<file path="src/rtl/wb_slave_mem.sv">
// wb_slave_mem: Wishbone slave register memory behind the AHB-to-WB bridge.
// Single WB read/write cycles go to a 2^ADDR_WIDTH x DATA_WIDTH register array.
// Each accepted request is acknowledged with one wb_ack pulse after WAIT_STATES cycles.
// Optional feature macro: WB_SLAVE_MEM_STATS_EN adds saturating wr_count/rd_count outputs.
module wb_slave_mem #(
   parameter int ADDR_WIDTH = 2,
   parameter int DATA_WIDTH = 8,
   parameter int WAIT_STATES = 1,
   parameter logic [DATA_WIDTH-1:0] RESET_VALUE = '0
) (
   input  logic                  wb_clk,
   input  logic                  wb_rst,
   input  logic [ADDR_WIDTH-1:0] wb_addr,
   input  logic [DATA_WIDTH-1:0] wb_data_in,
   output logic [DATA_WIDTH-1:0] wb_data_out,
   input  logic                  wb_cyc,
   input  logic                  wb_stb,
   input  logic                  wb_we,
   output logic                  wb_ack
`ifdef WB_SLAVE_MEM_STATS_EN
   ,
   output logic [15:0]           wr_count,
   output logic [15:0]           rd_count
`endif
);

   localparam int DEPTH = 2 ** ADDR_WIDTH;
   localparam logic [3:0] WAIT_LOAD = (WAIT_STATES > 0) ? 4'(WAIT_STATES - 1) : 4'd0;

   typedef enum logic [1:0] {
      ST_IDLE,
      ST_WAIT,
      ST_ACK,
      ST_HOLD
   } state_t;

   state_t                state;
   state_t                next_state;
   logic [3:0]            wait_cnt;
   logic [ADDR_WIDTH-1:0] cap_addr;
   logic                  cap_we;
   logic [DATA_WIDTH-1:0] cap_data;
   logic [DATA_WIDTH-1:0] mem [DEPTH];

   logic                  request;
   logic                  capture;
   logic                  enter_ack;
   logic [ADDR_WIDTH-1:0] eff_addr;
   logic                  eff_we;
   logic [DATA_WIDTH-1:0] eff_data;

   assign request = wb_cyc & wb_stb;

   // State register; reset drops any in-flight transfer back to IDLE.
   always_ff @(posedge wb_clk or negedge wb_rst) begin
      if (!wb_rst) begin
         state <= ST_IDLE;
      end else begin
         state <= next_state;
      end
   end

   // Next-state logic: IDLE accepts, WAIT counts or aborts, ACK lasts one cycle, HOLD waits for request low.
   always_comb begin
      next_state = state;
      case (state)
         ST_IDLE: begin
            if (request) begin
               next_state = (WAIT_STATES == 0) ? ST_ACK : ST_WAIT;
            end
         end
         ST_WAIT: begin
            if (!request) begin
               next_state = ST_IDLE;
            end else if (wait_cnt == 4'd0) begin
               next_state = ST_ACK;
            end
         end
         ST_ACK: begin
            next_state = ST_HOLD;
         end
         ST_HOLD: begin
            if (!request) begin
               next_state = ST_IDLE;
            end
         end
         default: begin
            next_state = ST_IDLE;
         end
      endcase
   end

   // Access decode: with zero wait states the ack edge is the capture edge, so live inputs are used then.
   always_comb begin
      capture   = (state == ST_IDLE) && request;
      enter_ack = (next_state == ST_ACK);
      eff_addr  = capture ? wb_addr    : cap_addr;
      eff_we    = capture ? wb_we      : cap_we;
      eff_data  = capture ? wb_data_in : cap_data;
   end

   // Holding registers and wait counter; the bridge re-drives the bus, so only captured values matter later.
   always_ff @(posedge wb_clk or negedge wb_rst) begin
      if (!wb_rst) begin
         cap_addr <= '0;
         cap_we   <= 1'b0;
         cap_data <= '0;
         wait_cnt <= 4'd0;
      end else if (capture) begin
         cap_addr <= wb_addr;
         cap_we   <= wb_we;
         cap_data <= wb_data_in;
         wait_cnt <= WAIT_LOAD;
      end else if ((state == ST_WAIT) && request && (wait_cnt != 4'd0)) begin
         wait_cnt <= wait_cnt - 4'd1;
      end
   end

   // Registered ack pulse and read data, which holds until the next read ack or reset.
   always_ff @(posedge wb_clk or negedge wb_rst) begin
      if (!wb_rst) begin
         wb_ack      <= 1'b0;
         wb_data_out <= '0;
      end else begin
         wb_ack <= enter_ack;
         if (enter_ack && !eff_we) begin
            wb_data_out <= mem[eff_addr];
         end
      end
   end

   // Register array; a write commits only on the edge that raises the ack.
   always_ff @(posedge wb_clk or negedge wb_rst) begin
      if (!wb_rst) begin
         for (int i = 0; i < DEPTH; i++) begin
            mem[i] <= RESET_VALUE;
         end
      end else if (enter_ack && eff_we) begin
         mem[eff_addr] <= eff_data;
      end
   end

`ifdef WB_SLAVE_MEM_STATS_EN
   // Saturating transfer counters, bumped on the edge each ack rises.
   always_ff @(posedge wb_clk or negedge wb_rst) begin
      if (!wb_rst) begin
         wr_count <= 16'd0;
         rd_count <= 16'd0;
      end else if (enter_ack) begin
         if (eff_we && (wr_count != 16'hFFFF)) begin
            wr_count <= wr_count + 16'd1;
         end
         if (!eff_we && (rd_count != 16'hFFFF)) begin
            rd_count <= rd_count + 16'd1;
         end
      end
   end
`endif

endmodule

</file>
<file path="config.mk">
export PLATFORM = sky130hd
export DESIGN_NAME = wb_slave_mem
export DESIGN_NICKNAME = d
export VERILOG_FILES = /design/src/rtl/wb_slave_mem.sv
export SDC_FILE = /design/constraint.sdc
export NUM_CORES = 1
export LEC_CHECK = 0
export CELL_PAD_IN_SITES_DETAIL_PLACEMENT = 1
export CELL_PAD_IN_SITES_GLOBAL_PLACEMENT = 1
export CORE_MARGIN = 5
export CORE_UTILIZATION = 44
export CTS_CLUSTER_SIZE = 25
export DETAILED_ROUTE_END_ITERATION = 12
export GPL_TIMING_DRIVEN = 1
export MAX_ROUTING_LAYER = met4
export PLACE_DENSITY_LB_ADDON = 0.1
export SYNTH_ARGS = -nofsm -noshare
export SYNTH_HDL_FRONTEND = slang
export SYNTH_SLANG_ARGS = --single-unit
</file>
<file path="constraint.sdc">
create_clock -name wb_clk -period 2.6 [get_ports wb_clk]
set_clock_uncertainty 0.1 [all_clocks]
set_input_delay 0.65 -clock wb_clk [delete_from_list [all_inputs] [get_ports wb_clk]]
set_output_delay 0.65 -clock wb_clk [all_outputs]
set_load 0.02 [all_outputs]
</file>
# After elaboration in Yosys (flattened, before gate mapping)
# Cells that the tools add are included.
# word_totals
reg_bits	58
inputBits	15
output_inout_bits	9
# classes
addsub	1
n_lt_le_gt_ge	2
n_eq_ne	4
n_mux	16
bitwise_logic	2
reduce_logical	11
# op_table
op	n
32-bit bitwise mux	1
8-bit 2-to-1 mux	4
8-bit binary-select mux with 2-bit select	1
8-bit demux with 2-bit select	1
2-bit 2-to-1 mux	5
4-bit 2-to-1 mux	2
2-bit one-hot mux with 4 select lines	1
2-bit == test (second input constant)	3
1-bit logical AND	6
4-bit logical NOT	1
4-bit nonzero test	1
4-bit by 1-bit subtractor with 4-bit output (second input constant)	1
3-bit greater-or-equal comparator (second input constant)	1
3-bit by 1-bit < comparator with 1-bit output (second input constant)	1
2-bit NOT with 3-bit output	1
2-bit by 1-bit == test with 1-bit output (second input constant)	1
2-bit logical NOT	1
2-bit nonzero test	1
1-bit bitwise AND	1
1-bit logical NOT	1
1-bit 2-to-1 mux	1

# Depth between registers and ports, before layout
# Gate-level depths: netlist of run 1.
# logic_depth
word_depth	9
mapped_depth	8

# Least setup slack after synthesis of run 1
# Ideal clock, no wire load.
# synth_path
kind	register -> register
start	register wait_cnt[0]
end	register wb_data_out[6]
setup_ps	82
arrival_time_ps	1741
required_time_ps	2418
setup_slack_ps	677
stages_incl_launch_ff	8
n_path_buf	1
period_less_slack_ps	1923
path_cell_list	dfrtp_1 inv_1 ha_1 or3b_1 nor3_2 buf_4 nor2_1 a31oi_1
# synth_between
elab_chain_cells	6
# synth_rtl
element	line	rtl
from (decl)	39	logic [3:0] wait_cnt;
from (signal assigned)	115	wait_cnt <= wait_cnt - 4'd1;
4-bit logical NOT	75	end else if (wait_cnt == 4'd0) begin
2-bit 2-to-1 mux	75	
2-bit 2-to-1 mux	73	if (!request) begin
2-bit one-hot mux with 4 select lines	66	case (state)
2-bit == test	96	enter_ack = (next_state == ST_ACK);
1-bit logical AND	126	if (enter_ack && !eff_we) begin
to (signal assigned)	127	wb_data_out <= mem[eff_addr];
to (decl)	15	output logic [DATA_WIDTH-1:0] wb_data_out,
# No other way between the ends.
# A chain may end at the register's enable or synchronous reset.

# Final worst setup path of run 1
# layout_path
start	input wb_cyc
end	register mem[4] in the netlist's numbering
# layout_between
elab_chain_cells	9
# layout_rtl
element	line	rtl
from (decl)	16	input logic wb_cyc,
1-bit bitwise AND *	52	assign request = wb_cyc & wb_stb;
1-bit logical AND	95	capture = (state == ST_IDLE) && request;
2-bit 2-to-1 mux	97	eff_addr = capture ? wb_addr : cap_addr;
2-bit NOT with 3-bit output (not written as such)	139	mem[eff_addr] <= eff_data;
3-bit greater-or-equal comparator (not written as such) / 3-bit by 1-bit < comparator with 1-bit output (equally long branches)	139	
1-bit logical AND (not written as such)	139	
8-bit 2-to-1 mux (not written as such)	139	
8-bit demux with 2-bit select	139	
32-bit bitwise mux	139	
to (signal, indexed assignment)	139	
to (decl)	43	logic [DATA_WIDTH-1:0] mem [DEPTH];
# Every way passes the cells marked *; elsewhere a longest branch is shown, timed or not.

==> results.txt, run 1 <==
Syn Area/Cell -> 9.23 um2
Initial antenna violation count -> 0
Vias in the first global route -> 2389
Post-CTS Setup Inserts -> 0
F_max -> 434 MHz
Clk slew on worst S/H paths -> 0.07 ns
Final hold slack -> 0.231 ns
Ant diodes -> 0
Most common cell in the netlist -> dfrtp_1
Placed insts -> 404
Vias per cell -> 5.53
Cell taking the most area after synthesis -> dfrtp_1
#FFs+latches synth -> 58
Boundary Pins -> 24
Tmin final -> 2.30 ns
Fin nets -> 354
Setup-failing EPs final -> 0
Worst slack, placed -> 0.00226 ns
Hold crit path type -> input port to asynchronous set/reset pin
Crit path kind -> input port to flip-flop
Final non-filler cell total -> 419
Cts-stage hold buffer count -> 0
Clk buf depth -> 2
Top cells by count, synth -> dfrtp_1 (58), o21ai_0 (40), a21oi_1 (39)
MaxCap Viol Count -> 0
Die Y-Extent -> 89.8 um
Largest net degree at the start of global routing -> 33
Setup WS post-layout -> 0.298 ns
Initial Util -> 44.7%
Root buf cell -> clkbuf_8
RSZ-0062 raised after global routing -> no
Final number of hold-violating endpoints -> 0
1st-iter DRT viols -> 88
Maximum vdd drop -> 0.000521 V
Tot GR Track Use -> 20.0%
Flop-to-flop setup slack -> 0.42 ns
Asr flop ratio synth -> 100%
Synth Instances -> 304
Req. time, crit path -> 2.70 ns
Worst EP arrival -> 2.41 ns
Yosys warnings -> 0
Placer Congestion -> 0.779
HPWL Detailed -> 5090 um
Top cells by area, synth -> dfrtp_1 (52%), o21ai_0 (7.1%), a21oi_1 (7.0%), nand2b_1 (3.8%), nor2_1 (3.7%)
Post-CTS sizing -> 0
Grt total ovfl -> 0
CP startpoint kind -> input port
Number of CTS-inserted buffers -> 9
Worst reg2reg path depth -> 7
Worst setup EP type -> flip-flop
Die area -> 0.00807 mm2
Worst-margin pin slew -> 0.628 ns
Status -> finished, final reports clean
Pins Over Slew Limit -> 0
Pleak -> 1.51 nW
First-pass DRT Iterations -> 4
Layout cells sized above 1 -> 11.7%
Num rows -> 29
Final worst path period share -> 88.6%
Setup total negative slack -> 0 ns
Clock latency on the worst-skew pair -> 0.34 ns
Synth cell types -> 38
Post-DR wirelength/cell -> 17.8 um
Core ar. -> 0.00628 mm2
Net Count, Synth -> 320
Synth Flop Type -> dfrtp_1
Post-synth EDFFs -> 0
Die width -> 89.8 um
Slew margin rel. -> 58.1%
CP Max Fanout -> 21
Clock sinks -> 58
Finished layout cell area -> 0.00342 mm2
Vias -> 2317
Post-DRT Antenna Nets -> 0
H-tree lvl count -> 3
# DRC -> 0
RR Endpoint -> wb_data_out[4]
Top-area cell type share of the netlist area -> 51.7%
Port Buffers -> 23
Launching point of the worst reg2reg path -> wait_cnt[0]
PD cells -> 1070 mW/mm2
Seq/Total Area, Yosys -> 51.7%
Area post-placement -> 0.00321 mm2
CTS tree -> done
Synthesis-to-finish area growth -> 21.9%
Wire length of the first global-routing pass -> 12500 um
Total Routed Length -> 7450 um
Post-synthesis cell area -> 0.00281 mm2
[cells in the final DEF, fill, tap and decap left out, types with 2 or more instances in the layout]
cell / n
nor2_1: 28
dfrtp_1: 58
and3_1: 7
bufinv_16: 2
nor2b_1: 8
or3_1: 2
clkbuf_8: 9
clkinv_2: 3
a21oi_1: 39
buf_4: 17
a22o_1: 2
and4_1: 2
a31oi_1: 8
nand2_1: 25
mux2i_1: 10
nand2b_1: 17
nand4b_1: 2
o21ai_1: 8
o21ai_0: 40
buf_12: 3
inv_1: 10
nor3_1: 2
clkdlybuf4s50_1: 22
[report_power, final]
part | total, mW | switching (mW) | leakage [nW] | internal, mW
Sequential | 1.53 | 0.283 | 0.753 | 1.25
Clock | 0.889 | 0.361 | 0.105 | 0.528
Combinational | 1.23 | 0.686 | 0.650 | 0.541
[critical path, stage by stage]
cell,delay (ns)
clkdlybuf4s50_1,0.48
and4bb_1,0.29
buf_4,0.34
mux2i_1,0.45
o21ai_0,0.18
[registers in the layout, summed over array words and instances (netlist names)]
signal,count
wb_ack,1
cap_addr,2
cap_data,8
cap_we,1
state,2
mem,32
wb_data_out,8
wait_cnt,4
[layout make-up]
| cell class | instances | area (um2) |
|---|---|---|
| Inverter | 11 | 41.3 |
| Clock buffer | 9 | 124 |
| Fill cell | 721 | 2860 |
| Sequential cell | 58 | 1450 |
| Multi-Input combinational cell | 215 | 1210 |
| Timing Repair Buffer | 43 | 413 |
| Clock inverter | 6 | 82.6 |
| Tap cell | 77 | 96.3 |
[kinds of logic (layout without fill, tap and decap cells)]
family	Yosys count	in the layout	synth area share, %
buf+inv	31	69	5.13
flops	58	58	51.7
fa+ha+maj	1	1	0.446
compound gates	100	100	18.8
mux	11	11	4.37
simple gates	103	103	19.5
[metal layers]
layer  vias up  share of wire [%]  global-route usage (%)
met3        13                3.1                    5.26
li1       1119                  -                       -
met5         -                  0                       -
met1      1146                 49                    26.1
met2        39                 46                    30.2
met4         0                1.6                    6.80
[stage by stage]
stage               power (mW)  utilization (%)
global route              3.90             54.5
floorplan                 2.27                -
CTS                       3.68             54.5
global placement          2.72             51.2
finish                    3.65             54.5
detailed placement        2.78             51.2
[worst max-delay path by stage]
stage	startpoint	to	cells past startpoint
final	wb_cyc	mem[4]	5
after global routing	wb_cyc	mem[4]	5
after CTS	wb_cyc	mem[4]	5
after global placement	wb_cyc	mem[6]	5
after detailed placement	wb_cyc	mem[4]	5
after floorplan	wait_cnt[0]	wb_data_out[6]	7
Note: power is estimated with default switching activity, not from simulation.
==> inputs of run 2 (changes only) <==
--- a/config.mk
+++ b/config.mk
@@ -11,7 +11,6 @@
 export CORE_UTILIZATION = 44
 export CTS_CLUSTER_SIZE = 25
 export DETAILED_ROUTE_END_ITERATION = 12
-export GPL_TIMING_DRIVEN = 1
 export MAX_ROUTING_LAYER = met4
 export PLACE_DENSITY_LB_ADDON = 0.1
 export SYNTH_ARGS = -nofsm -noshare
==> results of run 2 <==
Same layout as run 1: the final DEF is identical, and so are final timing and power.
==> inputs of run 3 (changes only) <==
--- a/config.mk
+++ b/config.mk
@@ -8,7 +8,8 @@
 export CELL_PAD_IN_SITES_DETAIL_PLACEMENT = 1
 export CELL_PAD_IN_SITES_GLOBAL_PLACEMENT = 1
 export CORE_MARGIN = 5
-export CORE_UTILIZATION = 44
+export CORE_UTILIZATION = 46
+export CTS_BUF_LIST = sky130_fd_sc_hd__clkbuf_8
 export CTS_CLUSTER_SIZE = 25
 export DETAILED_ROUTE_END_ITERATION = 12
 export MAX_ROUTING_LAYER = met4
==> results.txt, run 3 (synthesized netlist as in run 1, its figures left out) <==
First-pass DRT Iterations -> 4 (unchanged)
Layout cells sized above 1 -> 13.0% (+1.3 points)
Maximum vdd drop -> 0.000647 V (+24%)
Port Buffers -> 23 (unchanged)
Worst EP arrival -> 2.34 ns (-0.07 ns)
Core ar. -> 0.00592 mm2 (-5.7%)
Crit path kind -> input port to flip-flop
Post-DR wirelength/cell -> 18.0 um (+0.97%)
Biggest regs -> mem x32, cap_data x8, wb_data_out x8
Vias -> 2350 (+1.4%)
CP startpoint kind -> input port
Post-DRT Antenna Nets -> 0 (unchanged)
Largest net degree at the start of global routing -> 39 (+18%)
Setup total negative slack -> 0 ns (unchanged)
Number of CTS-inserted buffers -> 9 (unchanged)
Final non-filler cell total -> 422 (+0.72%)
Boundary Pins -> 24 (unchanged)
Final core occ -> 57.8% (+3.3 points)
Most flops, register -> mem
Wire length of the first global-routing pass -> 12600 um (+1.2%)
Tot GR Track Use -> 22.4% (+2.4 points)
Synthesis-to-finish area growth -> 21.9% (about the same)
Grt total ovfl -> 0 (unchanged)
Req. time, crit path -> 2.72 ns (+0.02 ns)
HPWL Detailed -> 5340 um (+5.0%)
Cts-stage hold buffer count -> 0 (unchanged)
Post-CTS Setup Inserts -> 0 (unchanged)
PD cells -> 1060 mW/mm2 (-0.36%)
Ant diodes -> 0 (unchanged)
Setup-failing EPs final -> 0 (unchanged)
Clock sinks -> 58 (unchanged)
Commonest cells after routing, fill and taps aside -> dfrtp_1 (58), o21ai_0 (40), a21oi_1 (39), nor2_1 (28), nand2_1 (25)
CP Max Fanout -> 10 (-52%)
Clk slew on worst S/H paths -> 0.07 ns (about the same)
1st-iter DRT viols -> 109 (+24%)
Total Routed Length -> 7580 um (+1.7%)
Pleak -> 1.52 nW (+0.58%)
Clk buf depth -> 2 (unchanged)
Pins Over Slew Limit -> 0 (unchanged)
Vias in the first global route -> 2473 (+3.5%)
Die area -> 0.00776 mm2 (-3.9%)
Num rows -> 28 (-3.4%)
Fill cells -> 701 (-2.8%)
Fin nets -> 358 (+1.1%)
Placer Congestion -> 0.804 (+3.1%)
Initial Util -> 47.4% (+2.7 points)
Die Y-Extent -> 88.1 um (-2.0%)
Vias per cell -> 5.57 (+0.70%)
RSZ-0062 raised after global routing -> no
MaxCap Viol Count -> 0 (unchanged)
Slew margin rel. -> 54.0% (-4.1 points)
# DRC -> 0 (unchanged)
Post-CTS sizing -> 0 (unchanged)
Commonest non-fill, non-tap cell in the layout -> dfrtp_1
F_max -> 449 MHz (+3.5%)
Worst-margin pin slew -> 0.691 ns (+0.0622 ns)
Final number of hold-violating endpoints -> 0 (unchanged)
Clock latency on the worst-skew pair -> 0.34 ns (about the same)
Die width -> 88.1 um (-2.0%)
CTS tree -> done
Largest register FFs -> 32 (unchanged)
Root buf cell -> clkbuf_8
Final worst path period share -> 85.6% (-3.0 points)
Placed insts -> 406 (+0.50%)
Status -> finished, final reports clean
H-tree lvl count -> 3 (unchanged)
Initial antenna violation count -> 0 (unchanged)
Tmin final -> 2.23 ns (-0.0772 ns)
Hold crit path type -> input port to asynchronous set/reset pin
Worst setup EP type -> flip-flop
run 3: cell count changes in the layout (fill, tap and decap cells not counted), sizes merged:
cell	change
bufinv	-2
clkinv	+2
clkinvlp	-1
clkbuf	+2
buf	+4
run 3: worst max-delay path, cell delays in order:
cell and delay (ns):
clkdlybuf4s50_1 0.51, and4bb_1 0.34, mux2i_4 0.29, inv_2 0.06
buf_4 0.17, o21ai_0 0.21, o21ai_1 0.10
run 3: final cells by class:
type                       count  area, um2  share of cell area [%]
clock buffer                  11        151                    4.43
timing repair buffer          47        443                    13.0
tap                           75       93.8                    2.74
sequential                    58       1450                    42.4
multi-input combinational    215       1210                    35.4
inverter                      11       41.3                    1.21
clock inverter                 5       28.8                   0.842
run 3: worst paths after layout:
check	startpoint	to	slack, ns	depth (start not counted)
setup / recovery	wb_stb	mem[15]	0.37	7
min in group wb_clk	cap_data[2]	cap_data[2]	0.38	2
max in group asynchronous	wb_rst	mem[7]	1.63	2
setup reg to reg	wait_cnt[0]	mem[15]	0.49	7
hold reg to reg	cap_data[2]	cap_data[2]	0.38	2
hold / removal	wb_rst	state[1]	0.18	1
run 3: layer usage:
metal	vias to the layer above	GRT usage, %	routed length [um]	share of wire, %
met2	43	33.4	3460	46
met1	1166	29.5	3600	48
li1	1128	-	-	-
met3	13	5.93	366	4.8
met5	-	-	0	0
met4	0	7.97	150	2.0
run 3: metrics by stage:
stage                     power, mW  instance area (um2)  hold slack [ns]  worst slack (ns)
final                          3.64                 3420            0.179             0.375
after global routing           3.89                 3420            0.211             0.272
after CTS                      3.67                 3420            0.188             0.386
after detailed placement       2.89                 3240            0.382            0.0211
after global placement         2.81                 3240            0.361             0.124
after floorplan                2.27                 2810            0.254             0.677
run 3: where the power goes:
part           leakage [nW]  switching [mW]  total, mW  internal, mW
registers             0.753           0.336       1.59          1.25
clock network        0.0988           0.370      0.763         0.392
logic                 0.665           0.681       1.29         0.607
total                  1.52            1.39       3.64          2.25
